**src/rtl/wb_trace_pkg.sv**
```systemverilog
// Record layout and pack/unpack helpers shared by the Wishbone trace monitor.
// Record is {ts, we, sel, adr[ADDR_W-1:0], data}, with data in the least significant bits.
package wb_trace_pkg;

  localparam int DATA_W    = 32;
  localparam int SEL_W     = 4;
  localparam int DROP_W    = 16;
  localparam int TS_MAX_W  = 32;
  localparam int ADR_MAX_W = 32;
  localparam int REC_MAX_W = TS_MAX_W + 1 + SEL_W + ADR_MAX_W + DATA_W;

  typedef struct packed {
    logic [TS_MAX_W-1:0]  ts;
    logic                 we;
    logic [SEL_W-1:0]     sel;
    logic [ADR_MAX_W-1:0] adr;
    logic [DATA_W-1:0]    dat;
  } rec_t;

  function automatic int rec_width(input int ts_w, input int addr_w);
    return ts_w + 1 + SEL_W + addr_w + DATA_W;
  endfunction

  function automatic int off_adr();
    return DATA_W;
  endfunction

  function automatic int off_sel(input int addr_w);
    return DATA_W + addr_w;
  endfunction

  function automatic int off_we(input int addr_w);
    return DATA_W + addr_w + SEL_W;
  endfunction

  function automatic int off_ts(input int addr_w);
    return DATA_W + addr_w + SEL_W + 1;
  endfunction

  function automatic logic [31:0] field_mask(input int w);
    return 32'hFFFF_FFFF >> (32 - w);
  endfunction

  // Fields narrower than 32 bits are truncated to their configured width.
  function automatic logic [REC_MAX_W-1:0] rec_pack(
    input int ts_w, input int addr_w,
    input logic [TS_MAX_W-1:0] ts, input logic we, input logic [SEL_W-1:0] sel,
    input logic [ADR_MAX_W-1:0] adr, input logic [DATA_W-1:0] dat);
    logic [REC_MAX_W-1:0] r;
    r = REC_MAX_W'(dat);
    r = r | (REC_MAX_W'(adr & field_mask(addr_w)) << off_adr());
    r = r | (REC_MAX_W'(sel) << off_sel(addr_w));
    r = r | (REC_MAX_W'(we) << off_we(addr_w));
    r = r | (REC_MAX_W'(ts & field_mask(ts_w)) << off_ts(addr_w));
    return r;
  endfunction

  function automatic rec_t rec_unpack(input int ts_w, input int addr_w,
                                      input logic [REC_MAX_W-1:0] r);
    rec_t u;
    u.dat = r[DATA_W-1:0];
    u.adr = ADR_MAX_W'(r >> off_adr()) & field_mask(addr_w);
    u.sel = SEL_W'(r >> off_sel(addr_w));
    u.we  = r[off_we(addr_w)];
    u.ts  = TS_MAX_W'(r >> off_ts(addr_w)) & field_mask(ts_w);
    return u;
  endfunction

endpackage

```
**src/rtl/trace_ring.sv**
```systemverilog
// Circular record store with show-ahead head; push lands next cycle, pop advances head next cycle.
// No backpressure: push when full either drops (o_drop) or overwrites the oldest entry (o_ovwr).
module trace_ring #(
  parameter  int DEPTH = 16,
  parameter  int REC_W = 85,
  localparam int PTR_W = $clog2(DEPTH),
  localparam int CNT_W = PTR_W + 1
) (
  input  logic             i_clk,
  input  logic             i_clr,
  input  logic             i_push,
  input  logic             i_wrap,
  input  logic             i_pop,
  input  logic [REC_W-1:0] i_rec,
  output logic             o_valid,
  output logic [REC_W-1:0] o_rec,
  output logic [CNT_W-1:0] o_count,
  output logic [CNT_W-1:0] o_count_nxt,
  output logic             o_drop,
  output logic             o_ovwr
);

  logic [REC_W-1:0] r_mem [DEPTH];
  logic [PTR_W-1:0] r_wr_ptr;
  logic [PTR_W-1:0] r_rd_ptr;
  logic [CNT_W-1:0] r_count;
  logic             r_valid;

  logic w_pop;
  logic w_full;
  logic w_wr;
  logic w_grow;

  always_comb begin
    w_pop       = i_pop & r_valid;
    // A pop in the same cycle frees a slot, so the buffer is not full then.
    w_full      = (r_count == CNT_W'(DEPTH)) & ~w_pop;
    w_wr        = i_push & (~w_full | i_wrap);
    o_ovwr      = i_push & w_full & i_wrap;
    o_drop      = i_push & w_full & ~i_wrap;
    w_grow      = w_wr & ~o_ovwr;
    o_count_nxt = r_count;
    if (w_grow & ~w_pop) begin
      o_count_nxt = r_count + CNT_W'(1);
    end else if (~w_grow & w_pop) begin
      o_count_nxt = r_count - CNT_W'(1);
    end
  end

  always_ff @(posedge i_clk) begin
    if (i_clr) begin
      r_wr_ptr <= '0;
      r_rd_ptr <= '0;
      r_count  <= '0;
      r_valid  <= 1'b0;
    end else begin
      if (w_wr) begin
        r_wr_ptr <= r_wr_ptr + PTR_W'(1);
      end
      if (w_pop | o_ovwr) begin
        r_rd_ptr <= r_rd_ptr + PTR_W'(1);
      end
      r_count <= o_count_nxt;
      r_valid <= (o_count_nxt != '0);
    end
  end

  always_ff @(posedge i_clk) begin
    if (w_wr & ~i_clr) begin
      r_mem[r_wr_ptr] <= i_rec;
    end
  end

  assign o_valid = r_valid;
  assign o_rec   = r_mem[r_rd_ptr];
  assign o_count = r_count;

endmodule

```
**src/rtl/wb_trace_monitor.sv**
```systemverilog
// Passive Wishbone tracer: filtered, timestamped records of acked transfers into a ring buffer.
// Hit in cycle N is visible from N+1; there is no backpressure, so a full buffer drops or overwrites.
module wb_trace_monitor
  import wb_trace_pkg::*;
#(
  parameter  int DEPTH      = 16,
  parameter  int ADDR_W     = 16,
  parameter  int TS_W       = 16,
  parameter  int IRQ_THRESH = DEPTH / 2,
  localparam int REC_W      = TS_W + 1 + 4 + ADDR_W + 32,
  localparam int CNT_W      = $clog2(DEPTH) + 1
) (
  input  logic              wb_clk_i,
  input  logic              wb_rst_i,
  input  logic              mon_cyc_i,
  input  logic              mon_stb_i,
  input  logic              mon_we_i,
  input  logic              mon_ack_i,
  input  logic [3:0]        mon_sel_i,
  input  logic [31:0]       mon_adr_i,
  input  logic [31:0]       mon_dat_w_i,
  input  logic [31:0]       mon_dat_r_i,
  input  logic              cfg_en_i,
  input  logic              cfg_wrap_i,
  input  logic [31:0]       cfg_match_i,
  input  logic [31:0]       cfg_mask_i,
  input  logic              cfg_clear_i,
  input  logic              rd_pop_i,
  output logic              rd_valid_o,
  output logic [REC_W-1:0]  rd_data_o,
  output logic [CNT_W-1:0]  count_o,
  output logic [DROP_W-1:0] drop_cnt_o,
  output logic              overflow_o,
  output logic              irq_o
);

  logic [TS_W-1:0]   r_ts;
  logic [DROP_W-1:0] r_drop;
  logic              r_ovf;
  logic              r_irq;

  logic              w_clr;
  logic              w_hit;
  logic [31:0]       w_dat;
  logic [REC_W-1:0]  w_rec;
  logic [CNT_W-1:0]  w_count_nxt;
  logic              w_drop;
  logic              w_ovwr;

  assign w_clr = wb_rst_i | cfg_clear_i;
  assign w_hit = mon_cyc_i & mon_stb_i & mon_ack_i & cfg_en_i &
                 (((mon_adr_i ^ cfg_match_i) & cfg_mask_i) == 32'h0);
  assign w_dat = mon_we_i ? mon_dat_w_i : mon_dat_r_i;
  assign w_rec = REC_W'(rec_pack(TS_W, ADDR_W, TS_MAX_W'(r_ts), mon_we_i, mon_sel_i,
                                 mon_adr_i, w_dat));

  trace_ring #(
    .DEPTH (DEPTH),
    .REC_W (REC_W)
  ) u_ring (
    .i_clk       (wb_clk_i),
    .i_clr       (w_clr),
    .i_push      (w_hit),
    .i_wrap      (cfg_wrap_i),
    .i_pop       (rd_pop_i),
    .i_rec       (w_rec),
    .o_valid     (rd_valid_o),
    .o_rec       (rd_data_o),
    .o_count     (count_o),
    .o_count_nxt (w_count_nxt),
    .o_drop      (w_drop),
    .o_ovwr      (w_ovwr)
  );

  always_ff @(posedge wb_clk_i) begin
    if (w_clr) begin
      r_ts   <= '0;
      r_drop <= '0;
      r_ovf  <= 1'b0;
      r_irq  <= 1'b0;
    end else begin
      r_ts <= r_ts + TS_W'(1);
      if (w_drop && (r_drop != {DROP_W{1'b1}})) begin
        r_drop <= r_drop + DROP_W'(1);
      end
      if (w_drop | w_ovwr) begin
        r_ovf <= 1'b1;
      end
      // Registered from the next fill level so irq_o tracks count_o cycle for cycle.
      r_irq <= (w_count_nxt >= CNT_W'(IRQ_THRESH));
    end
  end

  assign drop_cnt_o = r_drop;
  assign overflow_o = r_ovf;
  assign irq_o      = r_irq;

endmodule
```
**config.mk**
```make
export PLATFORM = sky130hd
export DESIGN_NAME = wb_trace_monitor
export DESIGN_NICKNAME = d
export VERILOG_FILES = /design/src/rtl/wb_trace_pkg.sv /design/src/rtl/trace_ring.sv /design/src/rtl/wb_trace_monitor.sv
export SDC_FILE = /design/constraint.sdc
export NUM_CORES = 1
export LEC_CHECK = 0
export CORE_ASPECT_RATIO = 1.1
export CORE_MARGIN = 2
export CORE_UTILIZATION = 44
export DETAILED_ROUTE_END_ITERATION = 8
export SLEW_MARGIN = 20
export SYNTH_ARGS = -nofsm -noshare
export SYNTH_HDL_FRONTEND = slang
export SYNTH_SLANG_ARGS = --single-unit
```
**constraint.sdc**
```tcl
create_clock -name wb_clk_i -period 4.15 [get_ports wb_clk_i]
set_input_delay 0.83 -clock wb_clk_i [delete_from_list [all_inputs] [get_ports wb_clk_i]]
set_output_delay 0.83 -clock wb_clk_i [all_outputs]
set_load 0.02 [all_outputs]
```
==> results of run 1 <==
## cell usage in the layout (no fill, tap or decap), types with 23 or more instances in the layout
cell,n
edfxtp_1,1104
clkbuf_16,114
nor2_1,44
a22oi_1,24
clkdlybuf4s50_1,209
buf_4,37
nand2_1,23
xor2_1,47
mux4_2,345
buf_12,60
dfxtp_1,48
dlygate4sd2_1,35
mux2_2,32
## registers in the layout (all words and copies together), names as in the netlist, named ones only
name	flops
u_ring.r_wr_ptr	4
overflow_o	1
u_ring.o_count	5
irq_o	1
u_ring.o_valid	1
u_ring.r_rd_ptr	4
drop_cnt_o	16
u_ring.r_mem	1104
r_ts	16
## layout make-up
class,instances,area (um^2)
well taps,1302,1629
repair buffers,375,4467
clock buffers,137,2979
inverters,9,33.78
fillers,7645,46310
flip-flops and latches,1156,34210
clock inverters,77,893.4
multi-input cells,678,10220
diodes,1,2.502
## cells by family (layout without fill, tap and decap cells)
group,Yosys count,after routing
compound gates,56,56
xor+xnor,62,62
fa+ha+maj,10,10
buf+inv,102,598
flops,1156,1156
mux,382,382
other cells,0,1
simple gates,168,168
## metrics by stage
step,cells,cell area (um^2)
floorplan,1936,44810
global placement,3518,50420
detailed placement,3518,50420
CTS,3734,54380
global route,3735,54440
finish,3735,54440
## power groups by stage
| stage | clock network (uW) | logic (uW) | registers, uW |
|---|---|---|---|
| global placement | 0 | 489 | 13000 |
| CTS | 10800 | 506 | 12800 |
| floorplan | 0 | 146 | 13000 |
| detailed placement | 0 | 505 | 13000 |
| global route | 11200 | 537 | 12800 |
| finish | 10600 | 497 | 12800 |
## critical path, stage by stage (launching register included)
cell and delay, ns:
dfxtp_4 0.42, buf_16 0.36, mux4_2 0.63, mux4_2 0.49, clkdlybuf4s50_1 0.58
## worst min-delay path by stage
stage	start	end	slack, ns	depth (start not counted)
global route	overflow_o	overflow_o	0.51	2
detailed placement	overflow_o	overflow_o	0.47	2
global placement	overflow_o	overflow_o	0.46	2
CTS	overflow_o	overflow_o	0.48	2
floorplan	u_ring.r_rd_ptr[3]	flop	0.46	2
finish	overflow_o	overflow_o	0.48	2
## synth_stat cells, types with 2 or more instances
| library cell | number | area share (%) |
|---|---|---|
| nor3_1 | 4 | 0.045 |
| and3_1 | 9 | 0.13 |
| clkbuf_1 | 57 | 0.48 |
| or2_2 | 2 | 0.028 |
| nand4_1 | 15 | 0.21 |
| ha_1 | 10 | 0.28 |
| mux2_2 | 32 | 0.80 |
| edfxtp_1 | 1104 | 74 |
| mux2i_1 | 5 | 0.11 |
| nand2_1 | 23 | 0.19 |
| buf_2 | 26 | 0.29 |
| o21ai_0 | 5 | 0.056 |
| mux4_2 | 345 | 17 |
| and4_4 | 2 | 0.050 |
| or3_1 | 5 | 0.070 |
| a21o_1 | 3 | 0.050 |
| xnor2_1 | 15 | 0.29 |
| dfxtp_1 | 52 | 2.3 |
| nand3_1 | 22 | 0.25 |
| buf_1 | 8 | 0.067 |
| nor2_1 | 44 | 0.37 |
| xor2_1 | 47 | 0.92 |
| nor4_2 | 6 | 0.17 |
| a22oi_1 | 24 | 0.40 |
| nor4_1 | 3 | 0.042 |
| and2_1 | 21 | 0.29 |
| a21oi_1 | 14 | 0.16 |
| inv_1 | 9 | 0.075 |
| a31oi_1 | 2 | 0.028 |
## routing by layer
metal | routed length (um) | vias up | global-route usage, %
li1 | - | 9054 | -
met1 | 42320 | 11460 | 26.87
met2 | 53790 | 566 | 34.31
met3 | 4467 | 155 | 2.538
met4 | 2301 | 0 | 5.467
met5 | 0 | - | 0
## repair_timing
item / 4_1_cts / 5_1_grt
endpoints found under the setup margin: 47 / 26
gates resized for setup: 48 / 22
gates cloned: 2 / 0
==> results.yml, run 1 <==
sta:
  timing.fmax_mhz: 245.2
  finalCriticalPeriod_ns: 4.078
  hold_violations: 0
  drv_slew: 0
  whs_ns: 0.4845
  relSlewSlack_pct: 39.36
  setup_tns_ns: 0
  tightest_slew_ns: 0.9066
  setup_viol: 0
  finClkSkew_ns: 0.04692
  rsz0062_at_grt: "yes"
  period_share_pct: 98.26
  setup_slack_ns: 0.07211
clock_tree:
  cts.clk_slew.worst_paths_ns: 0.06
  htree_levels: 3
  insertion_delay_ns: 0.70
  post_cts_buffers: 0
  cts_hold_buffers: 0
  clk_path_buf_depth: 3
  numCtsBuffers: 113
  cts_tree: "built"
  clock-sinks: 1156
  cts_root_buf: "clkbuf_16"
logic_synthesis:
  synth_top_family_by_area: "multiplexers"
  ys_ff_latch: 1156
  ys.flop_type: "edfxtp_1"
  synthSimpleGateAreaFrac_pct: 2.111
  synth_compound_area_share_pct: 0.8713
  ys_seq_area_share_pct: 76.32
  synth-async-reset-ratio_pct: 0
  synth_area_mm2: 0.04480
  synth_edf_count: 1104
  syn_inst: 1936
  syn_area_per_cell_um2: 23.14
  synth_xor_area_share_pct: 1.212
  synthMuxAreaShare_pct: 18.26
  synth_adder_area_share_pct: 0.2793
  ys_types: 51
  yosysWarnings: 0
  synth_nets: 2120
setup_path:
  worstRegToRegCells: 10
  crit_fanout: 60
  crit_arrival_ns: 3.25
  r2r-start: "u_ring.o_count[0]"
  cp.required_ns: 3.32
  rrSetupSlack_ns: 1.47
  critPathKind: "flop to primary output"
  end_kind: "primary output"
  start_kind: "flop"
  crit_path_end: "rd_data_o[38]"
  r2r_end: "u_ring.r_mem[0][31]"
hold_path:
  hold_path.class: "flop to flop"
finish:
  layout-drive-gt1-share_pct: 28.87
  syn2layout_area_growth_pct: 21.50
  layout.nets: 2517
  final_util_pct: 54.03
detailed_routing:
  ant_nets: 0
  vias_per_cell: 5.686
  drc_errors: 0
  first_pass_iters: 5
  routed_wirelength_um: 102900
  first_iter_violations: 1712
  vias: 21240
  routedWlPerCell_um: 27.55
power:
  swShare_pct: 19.70
  pwr-share-clk_pct: 44.3
  power.total_uw: 23810
  ir_drop_uv: 380.4
  power_leakage_uw: 0.01679
  p_switching_uw: 4691
  intPower_uw: 19120
  pwr-share-comb_pct: 2.1
  p_per_area_mw_per_mm2: 437.5
  pwr-share-seq_pct: 53.6
die:
  initial_utilization_pct: 44.47
  coreArea_mm2: 0.1007
  rows: 122
  io_pins: 267
  die-area_mm2: 0.1044
  die_h_um: 338.7
  die_x_um: 308.3
job:
  maxCapViolCount: 0
outcome:
  status: "finished clean"
placed_design:
  place_hpwl_um: 63270
  port_buffers: 266
  pre_cts_ws_ns: 0.07202
  finalWeightedCongestion: 0.8116
global_routing:
  antenna_found_initial: 2
  grt_usage_pct: 19.95
  grt_pass1_wl_um: 152900
  grt_pass1_vias: 22880
  grt_max_degree: 102
  gr-total-overflow: 0
Note: power is estimated with default switching activity, not from simulation.
==> run 2: changes to the inputs <==
Clock period 4.15 ns to 4.1 ns, I/O delays scaled along.
==> run 2 against run 1 <==
Against the previous run:
- utilization fell by 0.058 points
- clock power fell by 6%
- sequential share of layout area rose by 0.068 points
- cell count rose by 0.72%
- via count barely moved
- largest cell class unchanged
- highest routed layer unchanged
==> results.yml, run 2 (synthesis results as in run 1) <==
sta:
  whs_ns: 0.4924
  finClkSkew_ns: 0.04041
  tightest_slew_ns: 0.9465
  finalCriticalPeriod_ns: 4.004
  setup_viol: 0
  rsz0062_at_grt: "yes"
  timing.fmax_mhz: 249.8
  period_share_pct: 97.66
  relSlewSlack_pct: 36.81
  drv_slew: 0
  setup_slack_ns: 0.09603
  hold_violations: 0
power:
  ir_drop_uv: 386.8
  power_leakage_uw: 0.01674
  p_per_area_mw_per_mm2: 430.6
finish:
  syn2layout_area_growth_pct: 21.37
  layout-drive-gt1-share_pct: 29.02
  most-common-layout-cells: "edfxtp_1, mux4_2, clkdlybuf4s50_1"
  layout.nets: 2549
  largest_reg_flops: 1104
  top_register: "u_ring.r_mem"
  antenna_cells: 0
  final_common_cell: "edfxtp_1"
  final_area_mm2: 0.05438
  fill_cells: 7661
  stdcell_count: 3762
setup_path:
  start_kind: "flop"
  timing.critical_path.mode_cell: "mux4_2"
  max_stage_delay_ns: 0.58
  end_kind: "primary output"
  path_cells: "buf_12, buf_4, mux4_2, mux4_2, clkdlybuf4s50_1"
  cp.required_ns: 3.28
  crit_fanout: 11
  critPathKind: "flop to primary output"
  r2r-start: "u_ring.o_count[0]"
  crit_arrival_ns: 3.18
  crit_slowest_cell: "clkdlybuf4s50_1"
global_routing:
  grt_pass1_vias: 22840
  antenna_found_initial: 2
  grt_max_degree: 48
  gr-total-overflow: 0
  grt_pass1_wl_um: 153600
  grt_usage_pct: 20.14
detailed_routing:
  drc_errors: 0
  first_pass_iters: 5
  routedWlPerCell_um: 27.62
  maxUsedRoutingLayer: "met4"
  routed_wirelength_um: 103900
  dr_wl_met3_um: 4533
  vias: 21230
  ant_nets: 0
  met1_length_um: 42010
  vias_per_cell: 5.642
  first_iter_violations: 1707
  met2_length_um: 54460
clock_tree:
  cts.clk_slew.worst_paths_ns: 0.06
  clk_path_buf_depth: 3
  insertion_delay_ns: 0.69
  clock-sinks: 1156
  htree_levels: 3
  numCtsBuffers: 113
  cts_root_buf: "clkbuf_16"
  cts_tree: "built"
hold_path:
  hold_start: "overflow_o"
  hold_path.class: "flop to flop"
placed_design:
  finalWeightedCongestion: 0.8234
  place_hpwl_um: 65980
  place_inst: 3545
  placed_area_mm2: 0.05058
  port_buffers: 266
  pre_cts_ws_ns: -0.06262
outcome:
  status: "finished clean"
die:
  die_h_um: 338.7
  io_pins: 267
  die-area_mm2: 0.1044
  rows: 122
  coreArea_mm2: 0.1007
  initial_utilization_pct: 44.47
  die_x_um: 308.3
job:
  maxCapViolCount: 0
run 2: changes by cell type in the layout (fill, tap and decap cells not counted), moves of 4 or more:
cell | previous run | this run
clkinv_1 | 19 | 23
dlygate4sd2_1 | 35 | 19
buf_16 | 10 | 3
clkdlybuf4s50_1 | 209 | 230
clkbuf_8 | 4 | 8
clkbuf_1 | 19 | 30
buf_12 | 60 | 67
buf_6 | 0 | 5
dlymetal6s2s_1 | 20 | 16
bufinv_16 | 16 | 7
clkinv_4 | 6 | 0
buf_4 | 37 | 64
inv_6 | 5 | 1
run 2: critical path, delay by kind of cell (launching register included):
| kind | cells | cell delay (ns) |
|---|---|---|
| buf+inv | 3 | 1.03 |
| mux | 2 | 1.08 |
| flops | 1 | 0.41 |
run 2: power by group:
part / switching [uW] / internal [uW] / leakage [uW]
clock network: 4270 / 5720 / 0.00175
registers: 5.71 / 12900 / 0.0103
logic: 289 / 217 / 0.00471
run 2: metal layers:
| layer | track usage [%] | vias to the layer above |
|---|---|---|
| li1 | - | 9115 |
| met1 | 26.37 | 11390 |
| met2 | 34.82 | 596 |
| met3 | 2.863 | 131 |
| met4 | 6.463 | 0 |
| met5 | 0 | - |
run 2: what timing repair did:
action,CTS,global route
hold buffers,0,0
resized for setup,28,17
hold endpoints to repair,0,0
endpoints found under the setup margin,64,22
setup buffers,6,0
cloned,1,1
run 2: final timing paths:
path                          to  slack [ns]  cells past startpoint
max                rd_data_o[37]         0.1                      5
min                   overflow_o        0.49                      2
max reg2reg  u_ring.r_mem[4][24]        1.31                     10
min reg2reg           overflow_o        0.49                      2
run 2: layout make-up:
cell class                      count  area, um^2  area share (%)
Inverter                            9       33.78         0.06212
Multi-Input combinational cell    678       10220           18.80
Timing Repair Buffer              407        4692           8.628
Clock buffer                      153        3100           5.702
Sequential cell                  1156       34210           62.91
Tap cell                         1302        1629           2.996
Clock inverter                     57       490.5          0.9020
run 2: through the flow:
step	power (uW)	setup TNS (ns)	util (%)
detailed placement	13690	-11.31	50.21
CTS	23650	0	53.91
global route	24130	-0.06116	53.98
floorplan	13320	-66.16	-
finish	23420	0	53.98
global placement	13670	-2.855	50.21
==> run 3: changes to the inputs <==
Settings changed: CORE_UTILIZATION 44 to 45, DONT_BUFFER_PORTS set to 1.
Clock period 4.1 ns to 5 ns, I/O delays scaled along.
==> run 3 against run 2 <==
Against the previous run:
- worst setup slack improved by 0.68 ns
- register-to-register slack improved by 0.29 ns
- critical path depth decreased by 2
- first-iteration DRC count rose by 0.76%
- via count is 6.4% lower
- sequential power decreased by 18%
- design area fell by 6.8%
- non-clock buffer count fell by 347
- flip-flop and latch count unchanged
- global-route usage down 0.87 points
- clock skew shrank 0.0098 ns
- die area is 2.2% lower
- highest routed layer unchanged
==> results.yml, run 3 (synthesis results as in run 1) <==
placed_design:
  finalWeightedCongestion: 0.8369
  place_inst: 3194
  port_buffers: 0
  place_hpwl_um: 59120
  pre_cts_ws_ns: 0.5220
setup_path:
  crit_slowest_cell: "dfxtp_4"
  crit_arrival_ns: 3.23
  end_kind: "primary output"
  max_stage_delay_ns: 0.77
  crit_family: "multiplexers"
  cp.required_ns: 4.00
  critPathKind: "flop to primary output"
  rrSetupSlack_ns: 1.60
  timing.critical_path.mode_cell: "mux4_2"
  path_cells: "buf_12, mux4_2, mux4_2"
  worst-path-buf-inv: 1
  crit_fanout: 55
  start_kind: "flop"
die:
  io_pins: 267
  die_h_um: 334.9
  coreArea_mm2: 0.09886
  die-area_mm2: 0.1021
  rows: 121
  initial_utilization_pct: 45.32
  die_x_um: 304.9
sta:
  rsz0062_at_grt: "no"
  setup_viol: 0
  finalCriticalPeriod_ns: 4.229
  relSlewSlack_pct: 26.41
  drv_slew: 0
  hold_violations: 0
  timing.fmax_mhz: 236.5
  tightest_slew_ns: 1.104
  setup_tns_ns: 0
  setup_slack_ns: 0.7712
  finClkSkew_ns: 0.03066
  period_share_pct: 84.58
clock_tree:
  cts.clk_slew.worst_paths_ns: 0.06
  numCtsBuffers: 112
  cts_tree: "built"
  htree_levels: 3
  post_cts_buffers: 0
  ctsResizeCount: 0
  cts_hold_buffers: 0
  clock-sinks: 1156
  clk_path_buf_depth: 3
  cts_root_buf: "clkbuf_16"
  insertion_delay_ns: 0.70
power:
  p_switching_uw: 3683
  ir_drop_uv: 275.6
  p_per_area_mw_per_mm2: 376.3
  power_leakage_uw: 0.01498
  pwr-share-clk_pct: 43.3
  pwr-share-comb_pct: 1.1
  power.total_uw: 19060
  pwr-share-seq_pct: 55.6
  swShare_pct: 19.32
  intPower_uw: 15380
detailed_routing:
  vias_per_cell: 5.844
  routed_wirelength_um: 97830
  routedWlPerCell_um: 28.79
  vias: 19860
  first_iter_violations: 1720
  first_pass_iters: 5
  drc_errors: 0
  ant_nets: 0
finish:
  stdcell_count: 3398
  most-common-layout-cells: "edfxtp_1, mux4_2, clkbuf_16"
  top_register: "u_ring.r_mem"
  layout-drive-gt1-share_pct: 29.62
  layout.nets: 2201
  syn2layout_area_growth_pct: 13.07
  multi_input_area_mm2: 0.01022
  final_util_pct: 51.24
  largest_reg_flops: 1104
  antenna_cells: 0
  seq_area_mm2: 0.03421
  fill_cells: 7652
  final_common_cell: "edfxtp_1"
global_routing:
  grt_usage_pct: 19.27
  grt_pass1_vias: 20850
  gr-total-overflow: 0
  antenna_found_initial: 2
  grt_max_degree: 87
  grt_pass1_wl_um: 143400
job:
  maxCapViolCount: 0
outcome:
  status: "finished clean"
hold_path:
  hold_path.class: "input pin to flop"
==> run 3: area by class of cell <==
class | count | area share [%]
Clock buffer | 141 | 5.807
Clock inverter | 63 | 1.302
Inverter | 9 | 0.06669
Multi-Input combinational cell | 678 | 20.18
Sequential cell | 1156 | 67.53
Tap cell | 1291 | 3.189
Timing Repair Buffer | 60 | 1.926
==> run 3: final timing paths <==
check,cells past startpoint,from,end
worst max register to register,8,u_ring.o_count[0],u_ring.r_mem[8][19]
worst max-delay path,3,flop,rd_data_o[35]
worst min-delay path,0,mon_adr_i[9],u_ring.r_mem[15][41]
worst min register to register,2,u_ring.r_rd_ptr[3],flop
==> run 3: stage by stage <==
stage	hold slack, ns	cell area [um^2]
2_1_floorplan	0.4591	44800
3_3_place_gp	0.4627	47060
3_5_place_dp	0.4685	47060
4_1_cts	0.3414	50660
5_1_grt	0.3582	50660
6_report	0.3960	50660
==> run 3: layer usage <==
layer  GRT usage [%]  vias to the layer above  share of wire [%]
li1                -                     8392                  -
met1           25.38                    10750                 41
met2           32.79                      583                 52
met3           3.457                      131                5.3
met4           6.046                        0                2.6
met5               0                        -                  0
==> run 3: power by group through the flow <==
stage                     clock, uW  sequential (uW)  combinational, uW
after CTS                      8460            10600                211
after detailed placement          0            10800                211
after floorplan                   0            10800                122
after global routing           8850            10600                226
after global placement            0            10800                201
final                          8260            10600                205
